$ cat config.mk
export PLATFORM = sky130hd
export DESIGN_NAME = data_sync_tx
export DESIGN_NICKNAME = d
export VERILOG_FILES = /design/src/rtl/data_sync_tx.sv
export SDC_FILE = /design/constraint.sdc
export NUM_CORES = 1
export LEC_CHECK = 0
export ABC_AREA = 1
export CAP_MARGIN = 20
export CORE_AREA = 10 10 77 79
export CTS_BUF_LIST = sky130_fd_sc_hd__clkbuf_4
export DETAILED_ROUTE_END_ITERATION = 7
export DIE_AREA = 0 0 87 89
export MAX_ROUTING_LAYER = met4
export PLACE_DENSITY = 0.8
export SYNTH_ARGS = -nofsm -noshare
export SYNTH_HDL_FRONTEND = slang
export SYNTH_SLANG_ARGS = --single-unit
$ cat constraint.sdc
create_clock -name CLK -period 2.7 [get_ports CLK]
set_input_delay 0.54 -clock CLK [delete_from_list [all_inputs] [get_ports CLK]]
set_output_delay 0.54 -clock CLK [all_outputs]
set_load 0.02 [all_outputs]
$ cat src/rtl/data_sync_tx.sv
// rtl/data_sync_tx.sv - source-side launcher for a bus-plus-enable CDC synchronizer
module data_sync_tx #(
  parameter int BUS_WIDTH   = 8,
  parameter int FIFO_DEPTH  = 4,
  parameter int HOLD_CYCLES = 4,
  parameter int GAP_CYCLES  = 4
) (
  input  logic                          CLK,
  input  logic                          RST,
  input  logic [BUS_WIDTH-1:0]          in_data,
  input  logic                          in_valid,
  output logic                          in_ready,
  output logic [BUS_WIDTH-1:0]          unsync_bus,
  output logic                          bus_enable,
  output logic                          busy,
  output logic                          tx_done,
  output logic [$clog2(FIFO_DEPTH):0]   fifo_count
);

  localparam int PTR_W   = $clog2(FIFO_DEPTH);
  localparam int MAX_CYC = (HOLD_CYCLES > GAP_CYCLES) ? HOLD_CYCLES : GAP_CYCLES;
  localparam int CNT_W   = $clog2(MAX_CYC) + 1;

  localparam logic [CNT_W-1:0] HOLD_LOAD = CNT_W'(HOLD_CYCLES - 1);
  localparam logic [CNT_W-1:0] GAP_LOAD  = CNT_W'(GAP_CYCLES - 1);
  localparam logic [CNT_W-1:0] CNT_ONE   = CNT_W'(1);
  localparam logic [PTR_W-1:0] PTR_ONE   = PTR_W'(1);
  localparam logic [PTR_W:0]   COUNT_ONE = (PTR_W+1)'(1);
  localparam logic [PTR_W:0]   COUNT_MAX = (PTR_W+1)'(FIFO_DEPTH);

  localparam logic [1:0] ST_IDLE   = 2'd0;
  localparam logic [1:0] ST_SETUP  = 2'd1;
  localparam logic [1:0] ST_ASSERT = 2'd2;
  localparam logic [1:0] ST_GAP    = 2'd3;

  logic [BUS_WIDTH-1:0] mem_q [FIFO_DEPTH];
  logic [PTR_W-1:0]     wr_ptr_q, wr_ptr_d, rd_ptr_q, rd_ptr_d;
  logic [PTR_W:0]       count_q, count_d;
  logic [1:0]           state_q, state_d;
  logic [CNT_W-1:0]     cnt_q, cnt_d;
  logic [BUS_WIDTH-1:0] bus_q, bus_d;
  logic                 en_q, en_d;
  logic                 done_q, done_d;
  logic                 push, pop, fifo_empty;

  assign in_ready   = (count_q != COUNT_MAX);
  assign fifo_empty = (count_q == '0);
  assign push       = in_valid & in_ready;

  // The bus only ever loads on the edge entering SETUP, so it is settled before the enable rises.
  always_comb begin
    state_d = state_q;
    cnt_d   = cnt_q;
    bus_d   = bus_q;
    en_d    = en_q;
    done_d  = 1'b0;
    pop     = 1'b0;
    case (state_q)
      ST_IDLE: begin
        if (!fifo_empty) begin
          pop     = 1'b1;
          bus_d   = mem_q[rd_ptr_q];
          state_d = ST_SETUP;
        end
      end
      ST_SETUP: begin
        en_d    = 1'b1;
        cnt_d   = HOLD_LOAD;
        state_d = ST_ASSERT;
      end
      ST_ASSERT: begin
        if (cnt_q == '0) begin
          en_d    = 1'b0;
          cnt_d   = GAP_LOAD;
          state_d = ST_GAP;
        end else begin
          cnt_d = cnt_q - CNT_ONE;
        end
      end
      default: begin
        if (cnt_q == '0) begin
          done_d = 1'b1;
          if (!fifo_empty) begin
            pop     = 1'b1;
            bus_d   = mem_q[rd_ptr_q];
            state_d = ST_SETUP;
          end else begin
            state_d = ST_IDLE;
          end
        end else begin
          cnt_d = cnt_q - CNT_ONE;
        end
      end
    endcase
  end

  always_comb begin
    wr_ptr_d = push ? (wr_ptr_q + PTR_ONE) : wr_ptr_q;
    rd_ptr_d = pop  ? (rd_ptr_q + PTR_ONE) : rd_ptr_q;
    case ({push, pop})
      2'b10:   count_d = count_q + COUNT_ONE;
      2'b01:   count_d = count_q - COUNT_ONE;
      default: count_d = count_q;
    endcase
  end

  always_ff @(posedge CLK) begin
    if (push) mem_q[wr_ptr_q] <= in_data;
  end

  always_ff @(posedge CLK or negedge RST) begin
    if (!RST) begin
      wr_ptr_q <= '0;
      rd_ptr_q <= '0;
      count_q  <= '0;
      state_q  <= ST_IDLE;
      cnt_q    <= '0;
      bus_q    <= '0;
      en_q     <= 1'b0;
      done_q   <= 1'b0;
    end else begin
      wr_ptr_q <= wr_ptr_d;
      rd_ptr_q <= rd_ptr_d;
      count_q  <= count_d;
      state_q  <= state_d;
      cnt_q    <= cnt_d;
      bus_q    <= bus_d;
      en_q     <= en_d;
      done_q   <= done_d;
    end
  end

  assign unsync_bus = bus_q;
  assign bus_enable = en_q;
  assign busy       = (state_q != ST_IDLE);
  assign tx_done    = done_q;
  assign fifo_count = count_q;

endmodule

Word level (Yosys, flattened, before mapping)
Memories as Yosys holds them, arrays and structs flattened.
Cells that the tools add are included.

cells by class
  multiply operators = 0
  add/subtract/negate cells = 5
  reduce and logical (&&, ||, !) cells = 14
  multiplexer cells = 21
  bitwise gates (word level) = 3
  equal/unequal tests = 8
  order comparisons = 0
  shift operators = 0
  div/mod/pow operators = 0

operator list
  operator                                             number
  two-way mux 8 bit                                    2
  case mux 8 bit (2 select lines)                      1
  case mux 3 bit (3 select lines)                      1
  two-way mux 1 bit                                    8
  nonzero test 2 bit                                   4
  zero test 3 bit                                      2
  two-way mux 2 bit                                    3
  two-way mux 3 bit                                    2
  case mux 2 bit (3 select lines)                      1
  case mux 3 bit (2 select lines)                      1
  AND reduction 2 bit                                  3
  subtractor 3 x 1 -> 3 bit, second input constant     2
  adder 2 x 1 -> 2 bit, second input constant          2
  equality test 2 x 1 -> 1 bit, second input constant  2
  equality test 2 bit, second input constant           2
  != test 2 bit, second input constant                 2
  case mux 1 bit (2 select lines)                      2
  adder 3 x 1 -> 3 bit, second input constant          1
  != test 3 x 1 -> 1 bit, second input constant        1
  != test 3 bit, second input constant                 1
  AND reduction 3 bit                                  1
  nonzero test 3 bit                                   1
  OR reduction 3 bit                                   1
  zero test 2 bit                                      1
  3 further kinds                                      4

word-level totals
  logic and storage cells = 60
  output and inout bits = 15
  bits of input ports = 11
  ROM bits = 0
  memory bits (writable) = 32
  memories kept = 1
  register bits after elaboration = 22
  latch bits = 0

memory list
  memory  depth  bits a word  read ports  clocked after memory_dff  wr ports  RTL line  RTL
  mem_q   4      8            1           0                         1         36        logic [BUS_WIDTH-1:0] mem_q [FIFO_DEPTH];

Depth between registers and ports, before layout
  depth after elaboration = 6
  mapped depth = 12
  mapped depth without buffers = 12

Least setup slack after synthesis
No wires, ideal clock.

  kind = register -> register
  from = register count_q[1] (netlist: fifo_count[1])
  to = register count_q[2] (netlist: fifo_count[2])
  path buffers = 0
  setup time = 0.131 ns
  setup slack = 0.599 ns
  required time = 2.569 ns
  period minus slack after synthesis = 2.101 ns
  arrival time = 1.971 ns
  stages on the path, launching flop included = 10
  cell sequence = dfrtp_1 inv_1 nand3_1 nand2_2 ha_1 inv_1 fa_1 a21oi_1 o21ai_0 xor2_1

between the ends
  elaborated cells on any way between the ends = 12
  classes of those cells = 2 x add/sub; 3 x eq/ne; 4 x mux; 1 x bitwise; 2 x reduce/logical

RTL lines
  what                                                                   RTL line  RTL
  from (decl)                                                            38        logic [PTR_W:0] count_q, count_d;
  from (signal assigned)                                                 124       count_q <= count_d;
  != test 3 bit (*)                                                      46        assign in_ready = (count_q != COUNT_MAX);
  named net in_ready                                                     12        output logic in_ready,
  bitwise AND 1 bit (*)                                                  48        assign push = in_valid & in_ready;
  equality test 2 x 1 -> 1 bit or equality test 2 bit (tied branches)    100       case ({push, pop})
  case mux 3 bit (2 select lines) or nonzero test 2 bit (tied branches)  -

Mark *: on every way through the listed nets, which the timed path passes. The rest lies on a longest branch.
A chain may end at the register's enable or synchronous reset.

Final worst setup path
  from = register state_q[0]
  to = output port busy

between the ends
  longest elaborated chain between the ends = 1

ends and longest elaborated chain
  what                    RTL line  RTL
  from (decl)             39        logic [1:0] state_q, state_d;
  from (signal assigned)  125       state_q <= state_d;
  nonzero test 2 bit      135       assign busy = (state_q != ST_IDLE);
  to (decl)               15        output logic busy,

Every way passes these cells.

==> results.yml <==
sta:
  worst_slack_ps: 249
  setup_tns_ps: 0
  hold_viol_final: 0
  relSlewSlack: 0.537
  rsz0062_at_grt: "no"
  fmax_mhz: 408
  tightest_slew_ps: 695
  holdWs_ps: 491
  setup-violations-final: 0
  fin_crit_ps: 2450
  drv_slew: 0
  skew_ps: 10.4
  fin_crit_sh: 0.908
pwr:
  clkPwrFrac: 0.105
  leakage_nw: 1.22
  p_sw_mw: 1.46
  swShare: 0.434
  peakVddDrop_mv: 0.406
  p_comb_frac: 0.502
  p_int_mw: 1.91
  p_total_mw: 3.37
  pwr-share-seq: 0.393
  powerDensity_mw_per_mm2: 1190
yosys:
  yosysSeqAreaShare: 0.616
  syn_area_per_cell_um2: 10.3
  yosysWarnings: 0
  syn_nets: 261
  async_reset_ff_frac: 0.407
  syn_inst: 238
  ys_types: 22
  ys_ff_latch: 54
  synth_most_common_cell: "nand2_1"
  synth_top_cell_by_area: "edfxtp_1"
  synth_edf_count: 32
  synth_top_area_frac: 0.392
  synth_area_mm2: 0.00245
  synth_common_cells: "45 x nand2_1, 44 x nor2_1, 32 x edfxtp_1"
  synthFlopType: "edfxtp_1"
  ys_top_cells_by_area: "edfxtp_1 39%, dfrtp_1 22%, nand2_1 6.9%, nor2_1 6.7%, ha_1 5.6%"
cts:
  clkSinkCount: 54
  post_cts_buffers: 0
  cts_tree: "yes"
  path_clk_slew_ps: 150
  cts.hold.buffers_added: 0
  clock_path_buffers: 2
  clock-root-buffer: "clkbuf_4"
  cts-htree-levels: 2
  insertion_delay_ps: 370
  cts_resized: 0
  cts_buffers: 5
placement:
  dpl.cell_count: 318
  gp_congestion: 0.859
  dp_hpwl_um: 3170
  place_area_mm2: 0.00276
  portBuffers: 25
  place_ws_ps: 445
global_routing:
  grt_usage: 0.131
  grt_pass1_wl_um: 7670
  first_global_vias: 1717
  grt_start_max_net_pins: 23
  grt-ovfl-total: 0
  antenna_found_initial: 0
worst_setup_path:
  crit_type: "flip-flop to output pin"
  cp_data_arrival_time_ps: 1910
  start_kind: "flip-flop"
  cp_max_fo: 5
  worstPathRequired_ps: 2160
  crit_path_end_kind: "output pin"
die:
  start_util: 0.541
  die_w_um: 87
  coreArea_mm2: 0.00454
  die_area_mm2: 0.00774
  placementRows: 25
  die_y_um: 89
  ios: 26
route:
  routed_wirelength_um: 4380
  vias: 1656
  drtIter0Drc: 99
  dr.pass1.iters: 4
  routedWlPerCell_um: 13.4
  vias_per_cell: 5.08
  ant_nets: 0
  drc: 0
cells_and_area:
  num-fill-cells: 375
  diodes: 0
  regArea_mm2: 0.00151
  multiInputGateArea_um2: 791
  final_cell_area_mm2: 0.00282
  final_util: 0.622
  layout.nets: 294
  syn_to_final_growth_pct: 15.1
  drive_gt1_frac: 0.0735
  layout.cells.non_filler: 326
min_path:
  hold_path.class: "primary input to asynchronous set/reset pin"
job:
  maxCapViolCount: 0
outcome:
  status: "completed"
## layer usage
metal / GRT usage / wire length [um] / up-vias
met1: 0.135 / 1810 / 772
met5: - / 0 / -
met2: 0.221 / 2230 / 35
met4: 0.0677 / 108 / 0
met3: 0.0401 / 218 / 9
li1: - / - / 840
## state kept, by name (all words and copies together) (netlist names)
signal and cells:
bus_enable 1, cnt_q 3, fifo_count 3, mem_q 32, rd_ptr_q 2, state_q 2
tx_done 1, unsync_bus 8, wr_ptr_q 2
## critical path, stage by stage, from the launching register on
cell	delay, ps
dfrtp_1	450
inv_1	90
ha_1	240
inv_1	130
clkdlybuf4s50_1	620
## cell type report
cell class	instances	area share
clock buffers	5	0.0133
clock inverters	3	0.00754
inverters	27	0.0373
multi-input cells	153	0.280
flip-flops and latches	54	0.536
well taps	54	0.0239
repair buffers	30	0.102
## final timing paths
| kind | from | endpoint | slack [ps] | cells past startpoint |
|---|---|---|---|---|
| worst min-delay path | RST | tx_done | 490 | 2 |
| worst min register to register | unsync_bus[7] | unsync_bus[7] | 500 | 2 |
| worst max register to register | state_q[0] | fifo_count[2] | 480 | 12 |
| min in group CLK | unsync_bus[7] | unsync_bus[7] | 500 | 2 |
| worst max-delay path | state_q[0] | busy | 250 | 4 |
| max in group asynchronous | RST | rd_ptr_q[0] | 1980 | 2 |
## power groups by stage
stage,Combinational [mW],Sequential [mW],Clock (mW)
global route,1.94,1.36,0.404
CTS,1.71,1.33,0.371
global placement,1.64,1.33,0
detailed placement,1.70,1.34,0
floorplan,1.15,1.38,0
finish,1.69,1.32,0.355
## cell families (layout without fill, tap and decap cells)
logic type                 after synthesis  after routing  share of synthesized area
AOI/OAI and AO/OA                       37             37                     0.0765
xor gates and xnor gates                 4              4                     0.0143
adders and majority gates               12             12                     0.0643
buffers and inverters                   31             65                     0.0612
DFF                                     54             54                      0.616
and+or+nand+nor                        100            100                      0.167
## cell usage in the layout, fill, tap and decap left out, types with 4 or more instances in the layout
cell type	count
nand2_1	45
nor2_1	44
edfxtp_1	32
clkdlybuf4s50_1	25
inv_1	23
dfrtp_1	22
o21ai_1	19
o21ai_0	13
ha_1	11
nand3_1	6
clkbuf_4	5
buf_4	5
a21oi_1	4
Note: power is estimated with default switching activity, not from simulation.
==> RTL edit 1 (config.mk and constraints unchanged) <==
`GAP_CYCLES`: 4 -> 8.
--- a/src/rtl/data_sync_tx.sv
+++ b/src/rtl/data_sync_tx.sv
@@ -3,7 +3,7 @@
   parameter int BUS_WIDTH   = 8,
   parameter int FIFO_DEPTH  = 4,
   parameter int HOLD_CYCLES = 4,
-  parameter int GAP_CYCLES  = 4
+  parameter int GAP_CYCLES  = 8
 ) (
   input  logic                          CLK,
   input  logic                          RST,
Formal check against the unedited RTL: same outputs for any inputs over 10 cycles, from zero or initial values and one cycle with RST low; that may be too few to reach the edited logic, so the function may still have changed.
==> RTL edit 1 against the original RTL <==
Sequential cell count increased by 1; area after synthesis increased by 3.4%; setup slack got worse by 0.060 ns; total power increased by 2.4%; routed wire length increased by 4.1%; die area unchanged; fmax decreased by 2.4%; final cell count increased by 4.6%; first-iteration DRC count increased by 26%; critical path type unchanged; design area increased by 3.6%; global-route usage increased by 0.13 points; largest power group unchanged.
==> RTL edit 1: results (changes against the original RTL) <==
- Critical Path Slowest Stage Cell: clkdlybuf4s50_1
- Non-clk bufs: 31 (+3.3%)
- GRT met3 Usage: 3.19% (-0.82 points)
- Filler instances: 365 (-2.7%)
- HPWL after DPL: 3250 microns (+2.4%)
- Fin nets: 308 (+4.8%)
- WL met2: 2190 microns (-2.0%)
- Layout cells sized above 1: 8.36% (+1.0 points)
- Seq. cell area: 0.00154 sq mm (+1.7%)
- Clock Network Area Fraction: 2.10% (+0.012 points)
- Critical path peak fanout: 6 (+1)
- H-tree depth: 2 (unchanged)
- Met2 global-route usage: 21.9% (-0.20 points)
- VDD IR max: 0.000501 V (+24%)
- Count of non-CTS inverters in the layout: 35 (+30%)
- Synth cell types: 24 (+9.1%)
- Reg-to-Reg Start: cnt_q[0]$_DFFE_PN0P_
- Largest cells by area after synthesis: edfxtp_1 (38%), dfrtp_1 (23%), nor2_1 (7.7%), nand2_1 (5.2%), ha_1 (4.9%)
- Seq/Total Area, Yosys: 60.6% (-1.1 points)
- Via Count: 1674 (+1.1%)
- Total global-route track usage: 13.2% (+0.13 points)
- Buffer depth of the longest clock path: 2 (unchanged)
- Clock skew: 0.00776 ns (-0.00268 ns)
- Seq Cell Count: 55 (+1.9%)
- Arrival time at the worst endpoint: 1.97 ns (+0.06 ns)
- Initial antenna violation count: 0 (unchanged)
- CP peak stage delay: 0.64 ns (+0.02 ns)
- Wire per inst: 13.4 microns (-0.44%)
- Max FFs per register: 32 (unchanged)
- CP top delay family: buffers and inverters
- Outcome: completed
- #MultiIn Comb: 158 (+3.3%)
- Synth async-reset ratio: 41.8% (+1.1 points)
- Clkbuf count: 6 (+1)
- Routability congestion estimate: 0.899 (+4.7%)
- Syn Nets: 275 (+5.4%)
- R2r setup slk: 0.35 ns (-0.13 ns)
- DR WL met3: 241 microns (+11%)
- Static Leakage: 1.26 nW (+4.0%)
- Worst slew pin tran: 0.436 ns (-0.259 ns)
- Largest net degree at the start of global routing: 24 (+4.3%)
- NonClk Buf Share: 10.1% (-0.10 points)
- Metal-1 WL: 2020 microns (+11%)
- Post-synth top cells: nor2_1 (52), nand2_1 (35), inv_1 (33), edfxtp_1 (32), o21ai_0 (25)
- First-pass GRT wire length: 7860 microns (+2.5%)
- Met1 usage in global routing: 14.7% (+1.3 points)
- Fraction of area in multi-input gates: 28.5% (+0.43 points)
- 1st-iter DRT viols: 125 (+26%)
- Critical path origin: state_q[1]$_DFFE_PN0P_
==> RTL edit 1: changes by cell type in the layout (fill, tap and decap cells not counted), sizes merged, moves of 2 or more <==
cell    unedited run  this run
clkinv             4         0
xor2               2         4
inv               26        36
nand2             47        38
nand3              8        12
a21oi              4         6
nor2              44        53
==> RTL edit 1: kinds of logic (layout without fill, tap and decap cells) <==
kind of cell	Yosys count	in the layout	synth area share, %
buffers and inverters	40	74	6.61
AOI/OAI and AO/OA	37	37	8.04
adders and majority gates	11	11	5.72
and+or+nand+nor	105	105	17.3
DFF	55	55	60.6
xor gates and xnor gates	5	5	1.73
==> RTL edit 1: worst min path at each step <==
stage | startpoint | endpoint | slack (ns) | cells past startpoint
5_1_grt | RST | cnt_q[3]$_DFFE_PN0P_ | 0.51 | 2
6_report | RST | unsync_bus[3]$_DFFE_PN0P_ | 0.51 | 2
4_1_cts | RST | tx_done$_DFF_PN0_ | 0.50 | 2
2_1_floorplan | RST | bus_enable$_DFFE_PN0P_ | 0.24 | 0
3_3_place_gp | bus_enable$_DFFE_PN0P_ | bus_enable$_DFFE_PN0P_ | 0.49 | 2
3_5_place_dp | bus_enable$_DFFE_PN0P_ | bus_enable$_DFFE_PN0P_ | 0.49 | 2
==> RTL edit 1: metrics by stage <==
step | worst slack, ns | cell area, sq um | cells | util [%]
CTS | 0.160 | 2920 | 341 | 64.5
global placement | 0.409 | 2860 | 333 | 63.1
detailed placement | 0.358 | 2860 | 333 | 63.1
floorplan | 0.523 | 2540 | 253 | -
finish | 0.189 | 2920 | 341 | 64.5
global route | 0.0455 | 2920 | 341 | 64.5
==> RTL edit 1: power by group <==
part | switching [mW] | internal [mW]
logic | 1.08 | 0.671
clock network | 0.249 | 0.116
registers | 0.164 | 1.17
==> RTL edit 2 (config.mk and constraints unchanged) <==
Made on the original files. Register the output `unsync_bus` once more, cleared by the reset; this adds one clock of latency there. The other outputs are not delayed to match.
--- a/src/rtl/data_sync_tx.sv
+++ b/src/rtl/data_sync_tx.sv
@@ -130,7 +130,13 @@
     end
   end
 
-  assign unsync_bus = bus_q;
+  always_ff @(posedge CLK or negedge RST) begin
+    if (!RST) begin
+      unsync_bus <= '0;
+    end else begin
+      unsync_bus <= bus_q;
+    end
+  end
   assign bus_enable = en_q;
   assign busy       = (state_q != ST_IDLE);
   assign tx_done    = done_q;
Function: changed (a bounded check fails within 4 cycles, from zero or initial values and one cycle with RST low).
==> RTL edit 2 against the original RTL <==
Sequential cell count rose by 8; die area is the same; design area increased by 9.8%; critical path depth unchanged; routed wire length up 6.7%; setup slack got worse by 0.011 ns; combinational power grew 2%; first-iteration DRC count grew 16%; clock power up 81%; area after synthesis increased by 7.9%; register-to-register slack lost 0.11 ns; count of clock-buffer cells in the layout grew 4; total power rose by 16%; largest cell class unchanged.
==> RTL edit 2: results (changes against the original RTL) <==
- Outcome: completed
- Clock skew: 0.0127 ns (+0.00226 ns)
- CTS resizes: 0 (unchanged)
- Setup bufs post-CTS: 0 (unchanged)
- R2R Path End: fifo_count[2]$_DFFE_PN0P_
- Static Leakage: 1.36 nW (+12%)
- R2r setup slk: 0.37 ns (-0.11 ns)
- CP top delay family: buffers and inverters
- First-pass GRT wire length: 8140 microns (+6.2%)
- Clock transition at the registers of the reported paths: 0.11 ns (-0.04 ns)
- Largest net degree at the start of global routing: 31 (+35%)
- Worst hold path type: reg2reg
- Critical path peak fanout: 4 (-1)
- Ant diodes: 0 (unchanged)
- Routability congestion estimate: 0.833 (-3.0%)
- Wire per inst: 13.7 microns (+1.7%)
- Syn Nets: 269 (+3.1%)
- Seq/Total Area, Yosys: 64.7% (+3.1 points)
- Top Registers: mem_q x32, bus_q x8, unsync_bus x8
- Root Buffer: clkbuf_4
- H-tree depth: 3 (+1)
- Synth async-reset ratio: 48.4% (+7.6 points)
- Hold_sp: bus_q[0]$_DFFE_PN0P_
- Hold Path Depth: 0
- 1st-pass router iterations: 4 (unchanged)
- Max-slew headroom at the worst pin: 54.7% (+1.1 points)
- Via Count: 1761 (+6.3%)
- Arrival time at the worst endpoint: 1.92 ns
- Predominant post-synthesis flop cell: edfxtp_1
- Worst-Skew Late Latency: 0.41 ns (+0.04 ns)
- VDD IR max: 0.000523 V (+29%)
- Sw Pwr: 1.61 mW (+10%)
- CP peak stage delay: 0.63 ns
- Critical Path Slowest Stage Cell: clkdlybuf4s50_1
- Input/output buffers: 25 (unchanged)
- Hold Vio Cnt, Final: 0 (unchanged)
- Setup TNS: 0 ns (unchanged)
- Hold EP: unsync_bus[0]$_DFF_PN0_
- Vias in the first global route: 1859 (+8.3%)
- Post-synth top cells: nand2_1 (56), nor2_1 (39), edfxtp_1 (32), dfrtp_1 (30), inv_1 (20)
- Post-synth EDFFs: 32 (unchanged)
- Reg-to-Reg Start: cnt_q[0]$_DFFE_PN0P_
- Initial antenna violation count: 0 (unchanged)
- 1st-iter DRT viols: 115 (+16%)
- HPWL after DPL: 3290 microns (+3.8%)
- Layout cells sized above 1: 10.4% (+3.1 points)
- Synth warnings: 0 (unchanged)
- Total global-route track usage: 13.9% (+0.86 points)
- CTS Buf Count: 9 (+4)
- Largest cells by area after synthesis: edfxtp_1 (36%), dfrtp_1 (28%), nand2_1 (7.9%), nor2_1 (5.5%), ha_1 (5.2%)
- Buffer depth of the longest clock path: 2 (unchanged)
- Path depth of the worst reg2reg path: 12 (unchanged)
- Synth cell types: 21 (-4.5%)
- Fin nets: 306 (+4.1%)
## RTL edit 2: cell families after synthesis
group | Yosys count | synth area share [%]
simple gates | 106 | 16.4
flops | 62 | 64.7
compound gates | 34 | 6.43
buf+inv | 28 | 5.20
fa+ha+maj | 12 | 5.96
xor+xnor | 4 | 1.32
## RTL edit 2: area by class of cell
type / instances / area [sq um]
clock buffers: 9 / 67.6
well taps: 54 / 67.6
fillers: 340 / 1440
multi-input cells: 156 / 796
inverters: 24 / 92.6
repair buffers: 30 / 288
flip-flops and latches: 62 / 1710
clock inverters: 7 / 73.8
## RTL edit 2: routing by layer
layer / wire length [microns] / global-route usage [%] / up-vias / share of wire [%]
li1: - / - / 874 / -
met1: 2010 / 15.3 / 828 / 43
met2: 2290 / 22.1 / 49 / 49
met3: 265 / 3.28 / 10 / 5.7
met4: 99 / 9.72 / 0 / 2.1
met5: 0 / - / - / 0
## RTL edit 2: through the flow
| stage | worst slack, ns | hold WS [ns] | cell area [sq um] | std cells |
|---|---|---|---|---|
| finish | 0.238 | 0.385 | 3100 | 342 |
| global route | 0.116 | 0.406 | 3100 | 342 |
| CTS | 0.214 | 0.386 | 3100 | 342 |
| detailed placement | 0.388 | 0.362 | 2960 | 326 |
| global placement | 0.483 | 0.360 | 2960 | 326 |
| floorplan | 0.628 | 0.244 | 2650 | 246 |
## RTL edit 2: worst max path at each step
stage / slack, ns / end / start / cells after the start
after global routing: 0.12 / busy / state_q[0]$_DFFE_PN0P_ / 4
final: 0.24 / busy / state_q[0]$_DFFE_PN0P_ / 4
after global placement: 0.48 / fifo_count[2]$_DFFE_PN0P_ / in_valid / 8
after floorplan: 0.63 / fifo_count[2]$_DFFE_PN0P_ / fifo_count[1]$_DFFE_PN0P_ / 9
after CTS: 0.21 / busy / state_q[0]$_DFFE_PN0P_ / 4
after detailed placement: 0.39 / fifo_count[2]$_DFFE_PN0P_ / cnt_q[0]$_DFFE_PN0P_ / 12
## RTL edit 2: power groups by stage
stage / clock network (mW) / logic [mW] / registers [mW]
6_report: 0.644 / 1.73 / 1.52
5_1_grt: 0.699 / 2.00 / 1.56
4_1_cts: 0.660 / 1.76 / 1.52
3_5_place_dp: 0 / 1.75 / 1.55
3_3_place_gp: 0 / 1.69 / 1.52
2_1_floorplan: 0 / 1.18 / 1.59
